[src/rtl/div_if.sv]
// Handshake and operand bus between the execute stage (master) and the
// iterative divider (slave).
interface div_if;
    logic        signed_div_i;
    logic [31:0] opdata1_i;
    logic [31:0] opdata2_i;
    logic        start_i;
    logic        annul_i;
    logic [63:0] result_o;
    logic        ready_o;

    modport master (
        output signed_div_i, opdata1_i, opdata2_i, start_i, annul_i,
        input  result_o, ready_o
    );

    modport slave (
        input  signed_div_i, opdata1_i, opdata2_i, start_i, annul_i,
        output result_o, ready_o
    );
endinterface

[src/rtl/div.sv]
// Iterative 32-bit restoring divider for DIV/DIVU.
// One quotient bit per cycle, signed or unsigned operands.
//
// state  | meaning
// FREE   | idle, waiting for start_i
// BYZERO | divisor was zero, result forced to 0
// ON     | 32 shift/subtract iterations in progress
// END    | result_o valid, held until start_i drops
module div (
    input  logic  clk,
    input  logic  rst,
    div_if.slave  bus
);

    typedef enum logic [1:0] {FREE, BYZERO, ON, END} state_t;

    state_t      state;
    logic [64:0] dividend;
    logic [31:0] divisor;
    logic [5:0]  cnt;
    logic        sgn_r;
    logic        neg1_r;
    logic        neg2_r;

    logic [31:0] abs1;
    logic [31:0] abs2;
    logic [32:0] t;
    logic [31:0] quo_fin;
    logic [31:0] rem_fin;

    always_comb begin
        abs1 = (bus.signed_div_i && bus.opdata1_i[31]) ? (~bus.opdata1_i + 32'd1) : bus.opdata1_i;
        abs2 = (bus.signed_div_i && bus.opdata2_i[31]) ? (~bus.opdata2_i + 32'd1) : bus.opdata2_i;
        t    = {1'b0, dividend[63:32]} - {1'b0, divisor};
        // Sign fix: quotient negative when operand signs differ, remainder follows dividend.
        quo_fin = (sgn_r && (neg1_r ^ neg2_r)) ? (~dividend[31:0] + 32'd1) : dividend[31:0];
        rem_fin = (sgn_r && neg1_r) ? (~dividend[64:33] + 32'd1) : dividend[64:33];
    end

    always_ff @(posedge clk or negedge rst) begin
        if (!rst) begin
            state        <= FREE;
            dividend     <= '0;
            divisor      <= '0;
            cnt          <= '0;
            sgn_r        <= 1'b0;
            neg1_r       <= 1'b0;
            neg2_r       <= 1'b0;
            bus.result_o <= '0;
            bus.ready_o  <= 1'b0;
        end else begin
            case (state)
                FREE: begin
                    bus.ready_o  <= 1'b0;
                    bus.result_o <= '0;
                    if (bus.start_i && !bus.annul_i) begin
                        sgn_r  <= bus.signed_div_i;
                        neg1_r <= bus.opdata1_i[31];
                        neg2_r <= bus.opdata2_i[31];
                        if (bus.opdata2_i == 32'd0) begin
                            state    <= BYZERO;
                            dividend <= '0;
                        end else begin
                            state    <= ON;
                            cnt      <= '0;
                            dividend <= {32'b0, abs1, 1'b0};
                            divisor  <= abs2;
                        end
                    end
                end
                BYZERO: begin
                    state        <= END;
                    dividend     <= '0;
                    bus.result_o <= '0;
                    bus.ready_o  <= 1'b1;
                end
                ON: begin
                    if (bus.annul_i) begin
                        state        <= FREE;
                        bus.ready_o  <= 1'b0;
                        bus.result_o <= '0;
                    end else if (cnt != 6'd32) begin
                        if (t[32])
                            dividend <= {dividend[63:0], 1'b0};
                        else
                            dividend <= {t[31:0], dividend[31:0], 1'b1};
                        cnt <= cnt + 6'd1;
                    end else begin
                        state        <= END;
                        bus.result_o <= {rem_fin, quo_fin};
                        bus.ready_o  <= 1'b1;
                    end
                end
                END: begin
                    if (!bus.start_i) begin
                        state        <= FREE;
                        bus.ready_o  <= 1'b0;
                        bus.result_o <= '0;
                    end
                end
                default: state <= FREE;
            endcase
        end
    end

endmodule

[src/flat_wrapper.sv]
// flat-port wrapper written by rule: the top's interface ports become plain ports
module div_flat 
  (clk, rst, bus_signed_div_i, bus_opdata1_i, bus_opdata2_i, bus_start_i, bus_annul_i, bus_result_o, bus_ready_o);
  div_if bus_i ();
  input  logic clk;
  input  logic rst;
  input wire logic [$bits(bus_i.signed_div_i)-1:0] bus_signed_div_i;
  input wire logic [$bits(bus_i.opdata1_i)-1:0] bus_opdata1_i;
  input wire logic [$bits(bus_i.opdata2_i)-1:0] bus_opdata2_i;
  input wire logic [$bits(bus_i.start_i)-1:0] bus_start_i;
  input wire logic [$bits(bus_i.annul_i)-1:0] bus_annul_i;
  output wire logic [$bits(bus_i.result_o)-1:0] bus_result_o;
  output wire logic [$bits(bus_i.ready_o)-1:0] bus_ready_o;
  assign bus_i.signed_div_i = bus_signed_div_i;
  assign bus_i.opdata1_i = bus_opdata1_i;
  assign bus_i.opdata2_i = bus_opdata2_i;
  assign bus_i.start_i = bus_start_i;
  assign bus_i.annul_i = bus_annul_i;
  assign bus_result_o = bus_i.result_o;
  assign bus_ready_o = bus_i.ready_o;
  div u_core (.clk(clk), .rst(rst), .bus(bus_i));
endmodule
[config.mk]
export PLATFORM = sky130hd
export DESIGN_NAME = div_flat
export DESIGN_NICKNAME = d
export VERILOG_FILES = /design/src/rtl/div_if.sv /design/src/rtl/div.sv /design/src/flat_wrapper.sv
export SDC_FILE = /design/constraint.sdc
export NUM_CORES = 1
export LEC_CHECK = 0
export CORE_MARGIN = 3
export CORE_UTILIZATION = 40
export CTS_CLUSTER_SIZE = 24
export DETAILED_ROUTE_END_ITERATION = 7
export HOLD_SLACK_MARGIN = 0.08
export REMOVE_ABC_BUFFERS = 1
export SLEW_MARGIN = 10
export SYNTH_ARGS = -nofsm -noshare
export SYNTH_HDL_FRONTEND = slang
export SYNTH_SLANG_ARGS = --single-unit
[constraint.sdc]
create_clock -name clk -period 3.6 [get_ports clk]
set_input_delay 0.54 -clock clk [delete_from_list [all_inputs] [get_ports clk]]
set_output_delay 0.54 -clock clk [all_outputs]
set_load 0.03 [all_outputs]
Word level (Yosys, flattened, before mapping) --
Index checks and enable logic that the tools add are counted.
Storage, ports and cells: register bits after elaboration 173, output and inout bits 65
Cells by class: muxes and demuxes 29, add/subtract/negate cells 6, bitwise operators 6, eq/ne operators 10, reduce and logical (&&, ||, !) cells 17
Operator list (number):
- two-way mux 65 bit | 4
- one-hot mux 65 bit (3 select lines) | 1
- two-way mux 64 bit | 3
- one-hot mux 64 bit (3 select lines) | 1
- adder 32 x 1 -> 32 bit (second input constant) | 4
- two-way mux 32 bit | 4
- inverter 32 bit | 4
- two-way mux 33 bit | 1
- subtractor 32 x 32 -> 33 bit | 1
- logical NOT 32 bit | 1
- two-way mux 6 bit | 4
- one-hot mux 6 bit (2 select lines) | 1
- two-way mux 2 bit | 5
- one-hot mux 2 bit (4 select lines) | 1
- adder 6 x 1 -> 6 bit (second input constant) | 1
- != test 2 bit (second input constant) | 3
- != test 6 bit (second input constant) | 1
- AND reduction 3 bit | 2
- logical AND 1 bit | 5
- AND reduction 5 bit | 1
- == test 2 bit (second input constant) | 2
- != test 2 x 1 -> 1 bit (second input constant) | 2
- one-hot mux 1 bit (4 select lines) | 1
- AND reduction 2 bit | 2
- 11 further kinds | 13

Longest topological paths before layout --
Gate-level depths: netlist (run 1).
depth in word-level cells 6, depth in mapped cells 14, depth with buffers taken out 12

Worst setup path before layout (run 1) --
No wires, ideal clock.
kind register -> register, start register u_core.dividend[57], end register u_core.dividend[47], period minus slack after synthesis 2.619 ns, arrival time 2.498 ns, stages on the path, launching flop included 11, required time 3.479 ns, library setup time 0.121 ns, setup slack 0.981 ns, cell sequence dfrtp_1 > ha_1 > a21oi_1 > o21ai_1 > a221o_1 > a21o_1 > a2111o_1 > nand2_1 > buf_4 > mux2_2 > a22o_1
Between the ends: cells in the longest elaborated chain, start to end 5
Ends and longest elaborated chain:
- from (decl) | line div.sv:18 | logic [64:0] dividend;
- from (signal assigned) | line div.sv:66 | dividend <= {32'b0, abs1, 1'b0};
- from (signal assigned) | line div.sv:84 | dividend <= {dividend[63:0], 1'b0};
- from (signal assigned) | line div.sv:86 | dividend <= {t[31:0], dividend[31:0], 1'b1};
- subtractor 32 x 32 -> 33 bit | line div.sv:34 | t = {1'b0, dividend[63:32]} - {1'b0, divisor};
- two-way mux 65 bit | line div.sv:83 | if (t[32])
- two-way mux 65 bit | line div.sv:82 | end else if (cnt != 6'd32) begin
- two-way mux 65 bit | line div.sv:78 | if (bus.annul_i) begin
- one-hot mux 65 bit (3 select lines) | line div.sv:52 | case (state)
Every way passes these cells. The select of a mux whose other input is x is not followed. A chain may end at the register's enable or synchronous reset.

Worst setup path in the final report (run 1) --
start register u_core.dividend[57], end register u_core.dividend[64]
Same word-level chain as after synthesis.

==> results of run 1 <==
registers in the layout (all words and copies together), names as in the netlist:
signal,cells
u_core.bus.result_o,64
u_core.neg2_r,1
u_core.neg1_r,1
u_core.state,2
u_core.bus.ready_o,1
u_core.cnt,6
u_core.sgn_r,1
u_core.divisor,32
u_core.dividend,65
area by class of cell:
class	count	area (um^2)
Clock inverter	15	169
Sequential cell	173	4330
Clock buffer	17	425
Timing Repair Buffer	157	1580
Inverter	56	210
Fill cell	2799	14200
Multi-Input combinational cell	1088	6690
Tap cell	378	473
Antenna cell	1	2.50
power by group:
part           leakage (nW)  total, mW  internal [mW]  switching [mW]
logic                  3.34       4.59           1.69            2.90
clock network         0.290       1.90          0.992           0.912
registers              2.28       2.91           2.46           0.445
total                  5.90       9.40           5.15            4.25
what timing repair did:
action	in CTS	in global routing
hold buffers	1	0
gates resized for setup	0	0
endpoints found under the hold margin	7	0
setup endpoints to repair	0	0
buffers inserted	0	0
routing by layer:
layer | track usage, % | share of wire [%] | up-vias
met5 | 0 | 0 | -
met4 | 6.66 | 2.4 | 0
met1 | 27.8 | 47 | 4836
li1 | - | - | 5079
met3 | 3.11 | 3.9 | 45
met2 | 33.8 | 47 | 227
kinds of logic (layout without fill, tap and decap cells):
logic type	count (synthesis)	after routing
simple gates	474	474
compound gates	410	410
flops	173	173
xor+xnor	142	142
buf+inv	131	245
fa+ha+maj	45	45
mux	17	17
other cells	0	1
synth_stat cells, drive strengths merged, types with 5 or more instances:
cell type | number | area [um^2]
nand2 | 232 | 871
dfrtp | 173 | 4330
o21ai | 160 | 805
a21oi | 116 | 588
nor2 | 105 | 394
xnor2 | 83 | 727
xor2 | 59 | 517
inv | 56 | 210
clkbuf | 49 | 184
ha | 44 | 551
o221ai | 33 | 289
nor3 | 31 | 155
buf | 26 | 149
nor4 | 23 | 186
a21o | 20 | 150
nand3 | 14 | 75.1
mux2i | 13 | 130
nand2b | 13 | 81.3
o31ai | 13 | 103
a31oi | 12 | 75.1
and3 | 10 | 62.6
or4 | 10 | 82.6
o21a | 9 | 67.6
or3 | 8 | 50.1
and2 | 7 | 43.8
o41ai | 6 | 60.1
nor2b | 5 | 31.3
nor3b | 5 | 42.5
worst min-delay path, cell delays in order (launching register included):
cell and delay [ns]:
dfrtp_1 0.34, nand2_1 0.04, o21ai_0 0.06
worst paths after layout:
kind | start | end | slack (ns) | depth (start not counted)
max in group asynchronous | rst | u_core.divisor[1] | 2.23 | 3
worst min-delay path | u_core.bus.result_o[16] | u_core.bus.result_o[16] | 0.48 | 2
min in group asynchronous | rst | u_core.bus.result_o[16] | 0.63 | 2
worst min register to register | u_core.bus.result_o[16] | u_core.bus.result_o[16] | 0.48 | 2
worst max-delay path | u_core.dividend[57] | u_core.dividend[64] | 0.52 | 10
worst max register to register | u_core.dividend[57] | u_core.dividend[64] | 0.52 | 10
through the flow:
step                      setup slack [ns]  total power [mW]
final                                0.522              9.40
after global routing                 0.343              10.1
after CTS                            0.533              9.45
after detailed placement             0.377              7.52
after global placement               0.427              7.45
after floorplan                      -2.89              5.79
==> summary.txt, run 1 <==
floorplan die height: 176 um
Final Non-Filler Cells: 1885
syn avg cell area: 8.28 um^2
Synth Area in Adders: 4.95%
CTS Sinks: 173
worst-case clock buffer depth: 2
kind of critical path: reg -> reg
global-route wire length before repair: 51600 um
status: completed
Hold WS: 0.478 ns
final hold vios: 0
largest family of logic cells by synthesized area: compound AO/OA/AOI/OAI gates
synthesis-stage register bit count: 173
DR vias: 10187
CP Cell Sequence: ha_1, a21oi_1, o21ai_1, a221o_1, a21o_1, a2111o_1, nand2_2, nor3_1, a2111oi_2, a21oi_1
worst slew pin tran: 1.17 ns
worst-path fanout max: 19
largest net degree at the start of global routing: 68
design area: 13900 um^2
most used cell, CP: a21oi_1
Max Slew Vio Count: 0
Seq/Total Area, Yosys: 37.5%
count of different cell masters after synthesis: 68
Mapped Area: 11500 um^2
# IOs: 134
total CTS buffers: 17
Peak supply drop: 0.505 mV
commonest non-fill, non-tap cell in the layout: nand2_1
Rel. slew slack: 22.3%
final setup skew: 0.0131 ns
DR vias/cell: 5.40
drt wl/cell: 16.9 um
Max Fclk: 325 MHz
Critical Path AT: 3.40 ns
mux share of post-synthesis cell area: 1.52%
number of port buffers: 133
Die W: 176 um
H-tree depth: 4
Synth Area in Compound Gates: 21.6%
Crit path max-delay family: compound AO/OA/AOI/OAI gates
Hold Crit Class: reg -> reg
fraction of registers with async set or reset after synthesis: 100%
RSZ-0062 raised after global routing: false
DRT antenna net count: 0
Startpoint Class: register
GPL Wtd Cong: 0.900
total negative slack: 0 ns
Buf+Inv Stages, Crit Path: 0
required time worst endpoint: 3.92 ns
Placed Area: 13300 um^2
First-pass DRT Iterations: 5
Total GRT Usage: 20.5%
Setup crit end kind: register
Inst Count DP: 1851
clock tree from TritonCTS: built
Reg clk slew, reported paths: 0.08 ns
XOR/XNOR share of the synthesized area: 10.8%
Ys Warns: 0
EDFF count, synth: 0
pwr/cell area: 678 nW/um^2
CP max stage cell: dfrtp_1
drt initial violations: 691
Final Cycle Share: 85.5%
initial core utilization: 41.1%
simple-gate share of the synthesized area: 18.9%
crit path time final: 3.08 ns
Final setup viols: 0
most frequent cells in the layout: nand2_1, dfrtp_1, o21ai_0, clkdlybuf4s50_1, a21oi_1
fin util: 49.4%
final WL: 31800 um
Root Driver: clkbuf_16
slowest stage delay, CP: 0.47 ns
maxcap violations: 0
Final #Nets: 1607
Worst-Skew Late Latency: 0.44 ns
total grt overflow: 0
leakage power: 5.90 nW
vias in the first global route: 9965
DRC Markers: 0
hpwl dp: 23200 um
Core Box Area: 28100 um^2
cell count after synthesis: 1392
ys flop type: dfrtp_1
area delta synth->final: 20.3%
Rows: 61
die area: 30900 um^2
initial antenna violation count: 1
share of layout cells above drive strength 1: 5.64%
Power figures use the tool's default switching activity.
==> run 2, diff against run 1 <==
--- a/config.mk
+++ b/config.mk
@@ -5,6 +5,7 @@
 export SDC_FILE = /design/constraint.sdc
 export NUM_CORES = 1
 export LEC_CHECK = 0
+export ABC_CLOCK_PERIOD_IN_PS = 3600
 export CORE_MARGIN = 3
 export CORE_UTILIZATION = 40
 export CTS_CLUSTER_SIZE = 24
==> results of run 2 <==
The final DEF is identical to that of run 1; final timing and power are the same.
